==> config.mk <==
export PLATFORM = sky130hd
export DESIGN_NAME = l2_arbiter_rr
export DESIGN_NICKNAME = d
export VERILOG_FILES = /design/src/rtl/l2_arbiter_rr.sv
export SDC_FILE = /design/constraint.sdc
export NUM_CORES = 1
export LEC_CHECK = 0
export CAP_MARGIN = 25
export CORE_AREA = 3 3 320 322
export CTS_CLUSTER_SIZE = 14
export DETAILED_ROUTE_END_ITERATION = 12
export DIE_AREA = 0 0 323 325
export GPL_TIMING_DRIVEN = 0
export PLACE_DENSITY_LB_ADDON = 0.05
export SYNTH_ARGS = -nofsm -noshare
export SYNTH_HDL_FRONTEND = slang
export SYNTH_SLANG_ARGS = --single-unit
==> constraint.sdc <==
create_clock -name clk -period 3.5 [get_ports clk]
set_input_delay 0.7 -clock clk [delete_from_list [all_inputs] [get_ports clk]]
set_output_delay 0.7 -clock clk [all_outputs]
set_load 0.01 [all_outputs]
==> src/rtl/l2_arbiter_rr.sv <==
// l2_arbiter_rr: N-requester arbiter in front of the shared L2 / memory port.
// One grantee at a time, held until mem_resp; next winner by round-robin or fixed priority.
module l2_arbiter_rr #(
   parameter int unsigned  NUM_PORTS  = 2,
   parameter int unsigned  ADDR_WIDTH = 16,
   parameter int unsigned  LINE_WIDTH = 128,
   parameter int unsigned  RR_MODE    = 1,
   localparam int unsigned ID_WIDTH   = $clog2(NUM_PORTS)
) (
   input  logic                            clk,
   input  logic                            rst_n,
   input  logic [NUM_PORTS*ADDR_WIDTH-1:0] req_address,
   input  logic [NUM_PORTS-1:0]            req_read,
   input  logic [NUM_PORTS-1:0]            req_write,
   input  logic [NUM_PORTS*LINE_WIDTH-1:0] req_wdata,
   output logic [NUM_PORTS*LINE_WIDTH-1:0] req_rdata,
   output logic [NUM_PORTS-1:0]            req_resp,
   output logic [ADDR_WIDTH-1:0]           mem_address,
   output logic [LINE_WIDTH-1:0]           mem_wdata,
   output logic                            mem_read,
   output logic                            mem_write,
   input  logic [LINE_WIDTH-1:0]           mem_rdata,
   input  logic                            mem_resp,
   output logic                            grant_valid,
   output logic [ID_WIDTH-1:0]             grant_id
);

   localparam int unsigned SUM_WIDTH = ID_WIDTH + 1;

   typedef enum logic {
      IDLE = 1'b0,
      BUSY = 1'b1
   } state_e;

   state_e                 state_q, state_d;
   logic [ID_WIDTH-1:0]    grant_id_q, grant_id_d;
   logic [ID_WIDTH-1:0]    rr_ptr_q, rr_ptr_d;

   logic [NUM_PORTS-1:0]   requesting;
   logic [ID_WIDTH-1:0]    search_base;
   logic [2*NUM_PORTS-1:0] req_dbl;
   logic [NUM_PORTS-1:0]   req_rot;
   logic                   win_found;
   logic [ID_WIDTH-1:0]    win_off;
   logic [SUM_WIDTH-1:0]   win_sum;
   logic [ID_WIDTH-1:0]    win_id;

   assign requesting  = req_read | req_write;
   assign search_base = (RR_MODE != 0) ? rr_ptr_q : '0;

   // Rotate requests so the search base sits at bit 0, take the lowest set bit, rotate back.
   always_comb begin : winner_sel
      req_dbl   = {requesting, requesting} >> search_base;
      req_rot   = req_dbl[NUM_PORTS-1:0];
      win_found = 1'b0;
      win_off   = '0;
      for (int i = NUM_PORTS - 1; i >= 0; i--) begin
         if (req_rot[i]) begin
            win_found = 1'b1;
            win_off   = ID_WIDTH'(i);
         end
      end
      win_sum = SUM_WIDTH'(search_base) + SUM_WIDTH'(win_off);
      if (win_sum >= SUM_WIDTH'(NUM_PORTS)) begin
         win_sum = win_sum - SUM_WIDTH'(NUM_PORTS);
      end
      win_id = win_sum[ID_WIDTH-1:0];
   end

   // Next-state: grant is latched only on the IDLE->BUSY edge.
   always_comb begin : next_state
      state_d    = state_q;
      grant_id_d = grant_id_q;
      rr_ptr_d   = rr_ptr_q;
      case (state_q)
         IDLE: begin
            if (win_found) begin
               state_d    = BUSY;
               grant_id_d = win_id;
               rr_ptr_d   = (win_id == ID_WIDTH'(NUM_PORTS - 1)) ? '0 : win_id + ID_WIDTH'(1);
            end
         end
         BUSY: begin
            if (mem_resp) begin
               state_d = IDLE;
            end
         end
         default: state_d = IDLE;
      endcase
   end

   always_ff @(posedge clk or negedge rst_n) begin : state_reg
      if (!rst_n) begin
         state_q    <= IDLE;
         grant_id_q <= '0;
         rr_ptr_q   <= '0;
      end else begin
         state_q    <= state_d;
         grant_id_q <= grant_id_d;
         rr_ptr_q   <= rr_ptr_d;
      end
   end

   // Grantee's live request is steered downstream; the response is steered back to it only.
   always_comb begin : forward
      mem_address = '0;
      mem_wdata   = '0;
      mem_read    = 1'b0;
      mem_write   = 1'b0;
      req_resp    = '0;
      req_rdata   = '0;
      for (int i = 0; i < NUM_PORTS; i++) begin
         if ((state_q == BUSY) && (grant_id_q == ID_WIDTH'(i))) begin
            mem_address = req_address[i*ADDR_WIDTH +: ADDR_WIDTH];
            mem_wdata   = req_wdata[i*LINE_WIDTH +: LINE_WIDTH];
            mem_read    = req_read[i];
            mem_write   = req_write[i];
            req_resp[i] = mem_resp;
            req_rdata[i*LINE_WIDTH +: LINE_WIDTH] = mem_rdata;
         end
      end
   end

   assign grant_valid = (state_q == BUSY);
   assign grant_id    = grant_id_q;

endmodule

==> results of run 1 <==
-- cells in the mapped netlist --
master	count
sky130_fd_sc_hd__and2_1	129
sky130_fd_sc_hd__o21bai_1	2
sky130_fd_sc_hd__buf_2	14
sky130_fd_sc_hd__nor2b_1	146
sky130_fd_sc_hd__nor4_1	1
sky130_fd_sc_hd__and3_1	129
sky130_fd_sc_hd__a22o_1	1
sky130_fd_sc_hd__buf_4	7
sky130_fd_sc_hd__nor2b_4	1
sky130_fd_sc_hd__buf_12	1
sky130_fd_sc_hd__mux2i_1	148
sky130_fd_sc_hd__dfrtp_1	3
sky130_fd_sc_hd__buf_6	4
sky130_fd_sc_hd__o21ba_2	1
sky130_fd_sc_hd__clkbuf_1	38
sky130_fd_sc_hd__buf_8	11
sky130_fd_sc_hd__clkbuf_2	1
-- critical path: stages (launching register included) --
cell	delay, ns
sky130_fd_sc_hd__dfrtp_1	0.36
sky130_fd_sc_hd__buf_4	0.21
sky130_fd_sc_hd__buf_2	0.34
sky130_fd_sc_hd__clkbuf_1	0.41
sky130_fd_sc_hd__nor2b_1	0.19
sky130_fd_sc_hd__clkdlybuf4s50_1	0.71
-- area by class of cell --
type	count	area share, %
antenna	13	0.222
clock buffer	4	0.538
buffer	76	3.42
multi-input combinational	558	27.7
timing repair buffer	828	56.5
tap	1298	11.1
sequential	3	0.512
-- power groups by stage --
stage          clock network, mW  registers (mW)  logic (mW)
3_5_place_dp                   0          0.0467        4.06
4_1_cts                    0.185          0.0466        4.07
5_1_grt                    0.191          0.0472        4.21
3_3_place_gp                   0          0.0461        4.09
6_report                   0.181          0.0460        3.92
2_1_floorplan                  0          0.0469        1.55
-- metal layers --
metal	track usage (%)	vias to the layer above	wire length, um
li1	-	3819	-
met1	11.6	3690	22900
met2	23.6	327	37200
met3	3.35	24	4580
met4	1.68	4	581
met5	0	-	30
-- cell families (layout without fill, tap and decap cells) --
family,after synthesis,count (layout)
AND/OR/NAND/NOR,406,406
flip-flops,3,3
multiplexers,148,148
buffers and inverters,76,908
AO/OA/AOI/OAI,4,4
other,0,13
-- flip-flops by register name, summed over array words and instances, names as in the netlist --
signal / cells
rr_ptr_q: 1
grant_id: 1
grant_valid: 1
-- cell usage in the layout, fill, tap and decap left out --
cell / instances
sky130_fd_sc_hd__diode_2: 13
sky130_fd_sc_hd__and3_1: 129
sky130_fd_sc_hd__mux2i_1: 148
sky130_fd_sc_hd__clkdlybuf4s50_1: 828
sky130_fd_sc_hd__nor2b_1: 146
sky130_fd_sc_hd__and2_1: 129
sky130_fd_sc_hd__clkbuf_16: 3
sky130_fd_sc_hd__buf_2: 14
sky130_fd_sc_hd__buf_4: 7
sky130_fd_sc_hd__o21bai_1: 2
sky130_fd_sc_hd__a22o_1: 1
sky130_fd_sc_hd__nor2b_4: 1
sky130_fd_sc_hd__clkbuf_2: 2
sky130_fd_sc_hd__buf_8: 11
sky130_fd_sc_hd__dfrtp_1: 3
sky130_fd_sc_hd__nor4_1: 1
sky130_fd_sc_hd__buf_6: 4
sky130_fd_sc_hd__buf_12: 1
sky130_fd_sc_hd__clkbuf_1: 38
sky130_fd_sc_hd__o21ba_2: 1
-- worst paths after layout --
check	start	endpoint	slack, ns	cells past startpoint
max	grant_valid	mem_wdata[99]	0.33	5
min	rr_ptr_q	rr_ptr_q	0.49	1
max reg2reg	grant_id	grant_id	2.08	4
min reg2reg	rr_ptr_q	rr_ptr_q	0.49	1
max in group asynchronous	rst_n	grant_id	2.66	1
min in group asynchronous	rst_n	rr_ptr_q	0.68	1
==> flow_metrics.tcl, run 1 <==
set metrics [dict create \
    run_status "finished, final reports clean" \
    globalRouteOverflowTotal 0 \
    clk_root_buffer_cell "sky130_fd_sc_hd__clkbuf_16" \
    leak_pwr_nw 5.64 \
    cells_after_synthesis 637 \
    final_cells 2780 \
    yosysWarnings 0 \
    timing.final.crit_share_pct 90.5 \
    cts_max_level 1 \
    synth_compound_area_share_pct 0.728 \
    wl_per_cell_um 23.5 \
    num-fill-cells 11500 \
    worst_slew_margin_rel_pct 44.9 \
    muxShareOfSynthArea_pct 31.9 \
    synthToLayoutAreaGrowth_pct 216 \
    detailedPlace.worstSlack_ns 0.222 \
    grt_start_max_net_pins 11 \
    num-nets-final 1893 \
    maxClockFrequency_mhz 316 \
    port_buffers 828 \
    hold_path.class "reg -> reg" \
    final_max_slew_viols 0 \
    detailedPlacementHpwl_um 59100 \
    route.vias.total 7864 \
    setup_viol 0 \
    drt_wl_total_um 65200 \
    postSynthAreaPerCell_um2 7.28 \
    worst-slew-pin-transition_ns 0.826 \
    synth_top_family_by_area "simple AND/OR/NAND/NOR gates" \
    boundaryPins 829 \
    fin_crit_ns 3.17 \
    cts_tree "done" \
    antenna_violations_before_repair 13 \
    post_cts.resized_instances 1 \
    cts_setup_buffers 0 \
    postLayoutSetupSlackWorst_ns 0.332 \
    clk_latency_ns 0.22 \
    synth_nets 1060 \
    ir_drop_uv 120 \
    synth-xor-area-share_pct 0 \
    register_area_share_after_synthesis_pct 1.62 \
    synth_cell_types 17 \
    grt_pass1_vias 8171 \
    register_area_um2 75.1 \
    finish.utilization_pct 14.7 \
    row_count 116 \
    finalInstanceArea_um2 14700 \
    post_cts_hold_buffer_count 0 \
    power.internal_mw 2.30 \
    start_util_pct 4.64 \
    post_drt_via_cell_ratio 2.83 \
    worstSetupEndpointType "output pin" \
    cp_max_fo 10 \
    grt_pass1_wl_um 82200 \
    grt.total_usage_pct 11.6 \
    yosys.area_share.adder_pct 0 \
    floorplan.core_area_um2 99900 \
    cp-start-kind "flop" \
    routabilityCongestion 0.756 \
    first_pass_iters 4 \
    hold-worst-slack_ns 0.486 \
    post_route_cells_drive_above_1_share_pct 3.00 \
    postSynthRegisterBits 3 \
    detail_route.iter0.violations 219 \
    drv.max_cap_violation_count 0 \
    syn-cell-area_um2 4640 \
    finalPower_mw 4.15 \
    post_synth_and_or_nand_nor_area_fraction_pct 54.9 \
    die-height_um 325 \
    synth_largest_area_cell "sky130_fd_sc_hd__mux2i_1" \
    clock_sinks 3 \
    worst_ep_required_time_ns 2.80 \
    cts-buffers-inserted 3 \
    rsz0062_at_grt "no" \
    detailed_place.area_um2 14600 \
    power.share.combinational_pct 94.5 \
    antenna_violating_nets_post_route 0 \
    hold_viol_final 0 \
    clkPwrFrac_pct 4.4 \
    p_seq_share_pct 1.1 \
    timing.critical_path.arrival_ns 2.47 \
    synth_top_area_share_pct 31.9 \
    multi_input_comb_area_um2 4060 \
    power_switching_share_pct 44.5 \
    finalSetupTns_ns 0 \
    die_area_um2 105000 \
    cts_buffer_depth 2 \
    placedCellCount 2763 \
    power.density_cell_area_nw_per_um2 283 \
    critical_path_class "reg -> out" \
    die_width_um 323 \
    switching_power_mw 1.85 \
    clk_pin_slew_worst_paths_ns 0.03 \
    drc_errors 0 \
    synth_top_cells_by_area "sky130_fd_sc_hd__mux2i_1 32%, sky130_fd_sc_hd__nor2b_1 20%, sky130_fd_sc_hd__and2_1 17%" \
    skew_ns 0.00189 \
]
Power figures use the tool's default switching activity.
==> run 2, diff against run 1 <==
--- a/config.mk
+++ b/config.mk
@@ -11,6 +11,7 @@
 export DETAILED_ROUTE_END_ITERATION = 12
 export DIE_AREA = 0 0 323 325
 export GPL_TIMING_DRIVEN = 0
+export MAX_ROUTING_LAYER = met4
 export PLACE_DENSITY_LB_ADDON = 0.05
 export SYNTH_ARGS = -nofsm -noshare
 export SYNTH_HDL_FRONTEND = slang
==> run 2 against run 1 <==
Compared with the run above: global-route usage rose by 0.33 points; clock skew barely moved; clock power barely moved; critical path depth did not move; worst hold slack improved by 0.0030 ns; sequential power barely moved; die area did not move; critical path type unchanged; largest cell class unchanged; highest routed layer is now met4.
==> flow_metrics.tcl, run 2 (synthesis gave the netlist of run 1 again) <==
set metrics [dict create \
    mostFrequentLayoutCells "828 x sky130_fd_sc_hd__clkdlybuf4s50_1, 148 x sky130_fd_sc_hd__mux2i_1, 146 x sky130_fd_sc_hd__nor2b_1" \
    r2r_setup_slack_ns 2.08 \
    power.density_cell_area_nw_per_um2 283 \
    worst_slew_margin_rel_pct 33.4 \
    die_area_um2 105000 \
    worstReg2RegStart "grant_id" \
    globalRouteOverflowTotal 0 \
    die_width_um 323 \
    postLayoutSetupSlackWorst_ns 0.313 \
    row_count 116 \
    critical_path_class "reg -> out" \
    grt_start_max_net_pins 11 \
    floorplan.core_area_um2 99900 \
    clk_latency_ns 0.22 \
    cts_max_level 1 \
    worst-slew-pin-transition_ns 0.999 \
    rsz0062_at_grt "no" \
    detailedPlace.worstSlack_ns 0.222 \
    cts-buffers-inserted 3 \
    timing.final.crit_share_pct 91.1 \
    cp-start-kind "flop" \
    boundaryPins 829 \
    start_util_pct 4.64 \
    ir_drop_uv 120 \
    clock_sinks 3 \
    drc_errors 0 \
    detail_route.iter0.violations 227 \
    worst_ep_required_time_ns 2.80 \
    setup_viol 0 \
    maxClockFrequency_mhz 314 \
    skew_ns 0.00193 \
    hold_path.class "reg -> reg" \
    num-fill-cells 11500 \
    routabilityCongestion 0.766 \
    antenna_violations_before_repair 15 \
    post_drt_via_cell_ratio 2.83 \
    antenna_violating_nets_post_route 0 \
    crit_path_start "grant_valid" \
    first_pass_iters 4 \
    cpPeakStageDelay_ns 0.62 \
    port_buffers 828 \
    clk_root_buffer_cell "sky130_fd_sc_hd__clkbuf_16" \
    hold-worst-slack_ns 0.489 \
    timing.critical_path.arrival_ns 2.49 \
    hold_viol_final 0 \
    drv.max_cap_violation_count 0 \
    fin_crit_ns 3.19 \
    run_status "finished, final reports clean" \
    num-nets-final 1893 \
    die-height_um 325 \
    drt_wl_total_um 65200 \
    cp_max_fo 10 \
    detailed_place.area_um2 14600 \
    worstSetupEndpointType "output pin" \
    route.vias.total 7860 \
    post_route_cells_drive_above_1_share_pct 3.00 \
    wl_per_cell_um 23.4 \
    finalSetupTns_ns 0 \
    cts_buffer_depth 2 \
    setup.worst_path.end "mem_wdata[36]" \
    detailedPlacementHpwl_um 59100 \
    grt_pass1_wl_um 82000 \
    r2r.worst_path.cells 4 \
    layout_commonest_cell "sky130_fd_sc_hd__clkdlybuf4s50_1" \
    crit_path_top_delay_cell "sky130_fd_sc_hd__clkdlybuf4s50_1" \
    grt.total_usage_pct 11.9 \
    leak_pwr_nw 5.64 \
    finalInstanceArea_um2 14700 \
    synthToLayoutAreaGrowth_pct 216 \
    r2r-end "grant_id" \
    cts_tree "done" \
    timing.critical_path.cells "buf_4, buf_2, clkbuf_2, nor2b_1, clkdlybuf4s50_1" \
    final_max_slew_viols 0 \
    grt_pass1_vias 8217 \
    clk_pin_slew_worst_paths_ns 0.03 \
    cts_setup_buffers 0 \
]
[run 2: cell counts in the layout (fill, tap and decap cells not counted)]
Identical to the previous run, type by type.
[run 2: repair_timing]
| item | 4_1_cts | 5_1_grt |
|---|---|---|
| hold buffers | 0 | 0 |
| endpoints found under the setup margin | 1 | 0 |
| resized for setup | 1 | 0 |
[run 2: critical path: cells and delay by family (launching register included)]
| kind | cells | cell delay [ns] |
|---|---|---|
| buffers and inverters | 4 | 1.49 |
| flip-flops | 1 | 0.36 |
| AND/OR/NAND/NOR | 1 | 0.40 |
[run 2: layer usage]
layer,up-vias,GRT usage (%),wire length [um]
met5,-,-,0
li1,3825,-,-
met1,3684,11.7,23100
met4,0,1.68,688
met2,327,23.7,37100
met3,24,3.02,4240
[run 2: where the power goes]
part | internal (mW) | switching, mW
Clock | 0.150 | 0.0310
Sequential | 0.0411 | 0.00496
Combinational | 2.11 | 1.81
[run 2: layout make-up]
cell class | count | area, um^2 | share of cell area, %
timing repair buffer | 828 | 8290 | 56.5
multi-input combinational | 558 | 4060 | 27.7
tap | 1298 | 1620 | 11.1
buffer | 76 | 502 | 3.42
clock buffer | 4 | 78.8 | 0.538
sequential | 3 | 75.1 | 0.512
antenna | 13 | 32.5 | 0.222
[run 2: worst min path at each step]
stage / from / end / slack [ns] / cells after the start
6_report: rr_ptr_q / rr_ptr_q / 0.49 / 1
5_1_grt: rr_ptr_q / rr_ptr_q / 0.52 / 1
4_1_cts: rr_ptr_q / rr_ptr_q / 0.49 / 1
3_5_place_dp: rr_ptr_q / rr_ptr_q / 0.47 / 1
3_3_place_gp: rr_ptr_q / rr_ptr_q / 0.46 / 1
2_1_floorplan: rst_n / grant_id / 0.40 / 0
[run 2: stage by stage]
| stage | util [%] | std cells | total power [mW] |
|---|---|---|---|
| after detailed placement | 14.6 | 2763 | 4.10 |
| final | 14.7 | 2780 | 4.15 |
| after floorplan | - | 637 | 1.60 |
| after CTS | 14.7 | 2767 | 4.31 |
| after global routing | 14.7 | 2779 | 4.44 |
| after global placement | 14.6 | 2763 | 4.14 |
==> run 3, diff against run 2 <==
--- a/config.mk
+++ b/config.mk
@@ -10,7 +10,6 @@
 export CTS_CLUSTER_SIZE = 14
 export DETAILED_ROUTE_END_ITERATION = 12
 export DIE_AREA = 0 0 323 325
-export GPL_TIMING_DRIVEN = 0
 export MAX_ROUTING_LAYER = met4
 export PLACE_DENSITY_LB_ADDON = 0.05
 export SYNTH_ARGS = -nofsm -noshare
==> run 3 against run 2 <==
Compared with the run above: clock skew is 0.00081 ns higher; core utilization is 0.21 points lower; critical path type unchanged; critical endpoint is now mem_wdata[4]; highest routed layer unchanged; count of clock-buffer cells in the layout stayed put.
==> flow_metrics.tcl, run 3 (synthesis gave the netlist of run 1 again) <==
set metrics [dict create \
    run_status "finished, final reports clean" \
    p_seq_share_pct 2.3 \
    clk_root_buffer_cell "sky130_fd_sc_hd__clkbuf_16" \
    synthToLayoutAreaGrowth_pct 212 \
    wl_per_cell_um 22.0 \
    leak_pwr_nw 5.54 \
    die_area_um2 105000 \
    antenna_violating_nets_post_route 0 \
    timing.critical_path.arrival_ns 2.50 \
    post_drt_via_cell_ratio 2.80 \
    worst_slew_margin_rel_pct 56.2 \
    clkPwrFrac_pct 4.5 \
    detailedPlacementHpwl_um 51900 \
    routabilityCongestion 0.771 \
    grt_start_max_net_pins 62 \
    power.share.combinational_pct 93.1 \
    fin_crit_ns 3.20 \
    postLayoutSetupSlackWorst_ns 0.304 \
    detailedPlace.worstSlack_ns 0.368 \
    num-nets-final 1842 \
    skew_ns 0.00274 \
    cp-start-kind "flop" \
    die-height_um 325 \
    detail_route.iter0.violations 168 \
    floorplan.core_area_um2 99900 \
    cts_max_level 1 \
    rsz0062_at_grt "no" \
    worst_path_dominant_cell_family "buffers and inverters" \
    final_max_slew_viols 0 \
    drc_errors 0 \
    grt_pass1_wl_um 76400 \
    hold_viol_final 0 \
    post_cts.resized_instances 0 \
    timing.critical_path.cells "buf_12, buf_4, mux2i_1, nor2b_1, clkdlybuf4s50_1" \
    clk_pin_slew_worst_paths_ns 0.03 \
    grt_pass1_vias 7781 \
    setup_viol 0 \
    grt.total_usage_pct 10.9 \
    power.density_cell_area_nw_per_um2 275 \
    cts_buffer_depth 2 \
    antenna_violations_before_repair 8 \
    post_cts_hold_buffer_count 0 \
    mostFrequentLayoutCells "828 x sky130_fd_sc_hd__clkdlybuf4s50_1, 148 x sky130_fd_sc_hd__mux2i_1, 146 x sky130_fd_sc_hd__nor2b_1" \
    finalPower_mw 3.97 \
    finalInstanceArea_um2 14500 \
    post_route_cells_drive_above_1_share_pct 2.26 \
    port_buffers 828 \
    r2r_setup_slack_ns 2.16 \
    clock_sinks 3 \
    globalRouteOverflowTotal 0 \
    layout_commonest_cell "sky130_fd_sc_hd__clkdlybuf4s50_1" \
    first_pass_iters 4 \
    detailed_place.area_um2 14400 \
    maxClockFrequency_mhz 313 \
    hold-worst-slack_ns 0.476 \
    row_count 116 \
    worstSetupEndpointType "output pin" \
    boundaryPins 829 \
    ir_drop_uv 87.0 \
    power.internal_mw 2.25 \
    start_util_pct 4.64 \
    timing.final.crit_share_pct 91.3 \
    route.vias.total 7632 \
    drv.max_cap_violation_count 0 \
    cpPeakStageDelay_ns 0.73 \
    crit_path_top_delay_cell "sky130_fd_sc_hd__dfrtp_4" \
    clk_latency_ns 0.22 \
    cp_num_buf_inv 3 \
    cts-buffers-inserted 3 \
    cts_setup_buffers 0 \
    worst-slew-pin-transition_ns 0.657 \
    finalSetupTns_ns 0 \
    hold_path.class "reg -> reg" \
    drt_wl_total_um 59900 \
    switching_power_mw 1.72 \
    cp_max_fo 24 \
    critical_path_class "reg -> out" \
    power_switching_share_pct 43.3 \
    cts_tree "done" \
    worst_ep_required_time_ns 2.80 \
    die_width_um 323 \
]
-- run 3: cell count changes in the layout (fill, tap and decap cells not counted), sizes merged --
| cell | delta |
|---|---|
| diode | -6 |
| buf | -12 |
| clkbuf | -39 |
-- run 3: final cells by class --
| type | count | area [um^2] |
|---|---|---|
| Sequential cell | 3 | 82.6 |
| Multi-Input combinational cell | 558 | 4060 |
| Fill cell | 11400 | 85400 |
| Antenna cell | 7 | 17.5 |
| Clock buffer | 4 | 78.8 |
| Timing Repair Buffer | 853 | 8590 |
| Tap cell | 1298 | 1620 |
-- run 3: final timing paths --
check / depth (start not counted) / endpoint / startpoint
setup / recovery: 5 / mem_wdata[4] / grant_id
max in group asynchronous: 1 / grant_valid / rst_n
hold reg to reg: 1 / rr_ptr_q / rr_ptr_q
min in group asynchronous: 1 / rr_ptr_q / rst_n
setup reg to reg: 2 / grant_id / grant_id
hold / removal: 1 / rr_ptr_q / rr_ptr_q
-- run 3: power by group through the flow --
stage | clock network (mW) | logic, mW | registers, mW
after floorplan | 0 | 1.55 | 0.0469
after global placement | 0 | 3.85 | 0.103
after detailed placement | 0 | 3.82 | 0.102
after CTS | 0.184 | 3.83 | 0.102
after global routing | 0.189 | 3.95 | 0.101
final | 0.181 | 3.70 | 0.0924
-- run 3: stage by stage --
stage | utilization [%] | std cells
floorplan | - | 637
global placement | 14.4 | 2712
detailed placement | 14.4 | 2712
CTS | 14.5 | 2716
global route | 14.5 | 2723
finish | 14.5 | 2723
-- run 3: per-layer routing --
layer	track usage [%]	up-vias	part of all wire, %
li1	-	3711	-
met1	9.97	3604	33
met2	22.7	309	59
met3	3.03	8	6.8
met4	0.931	0	0.58
met5	-	-	0
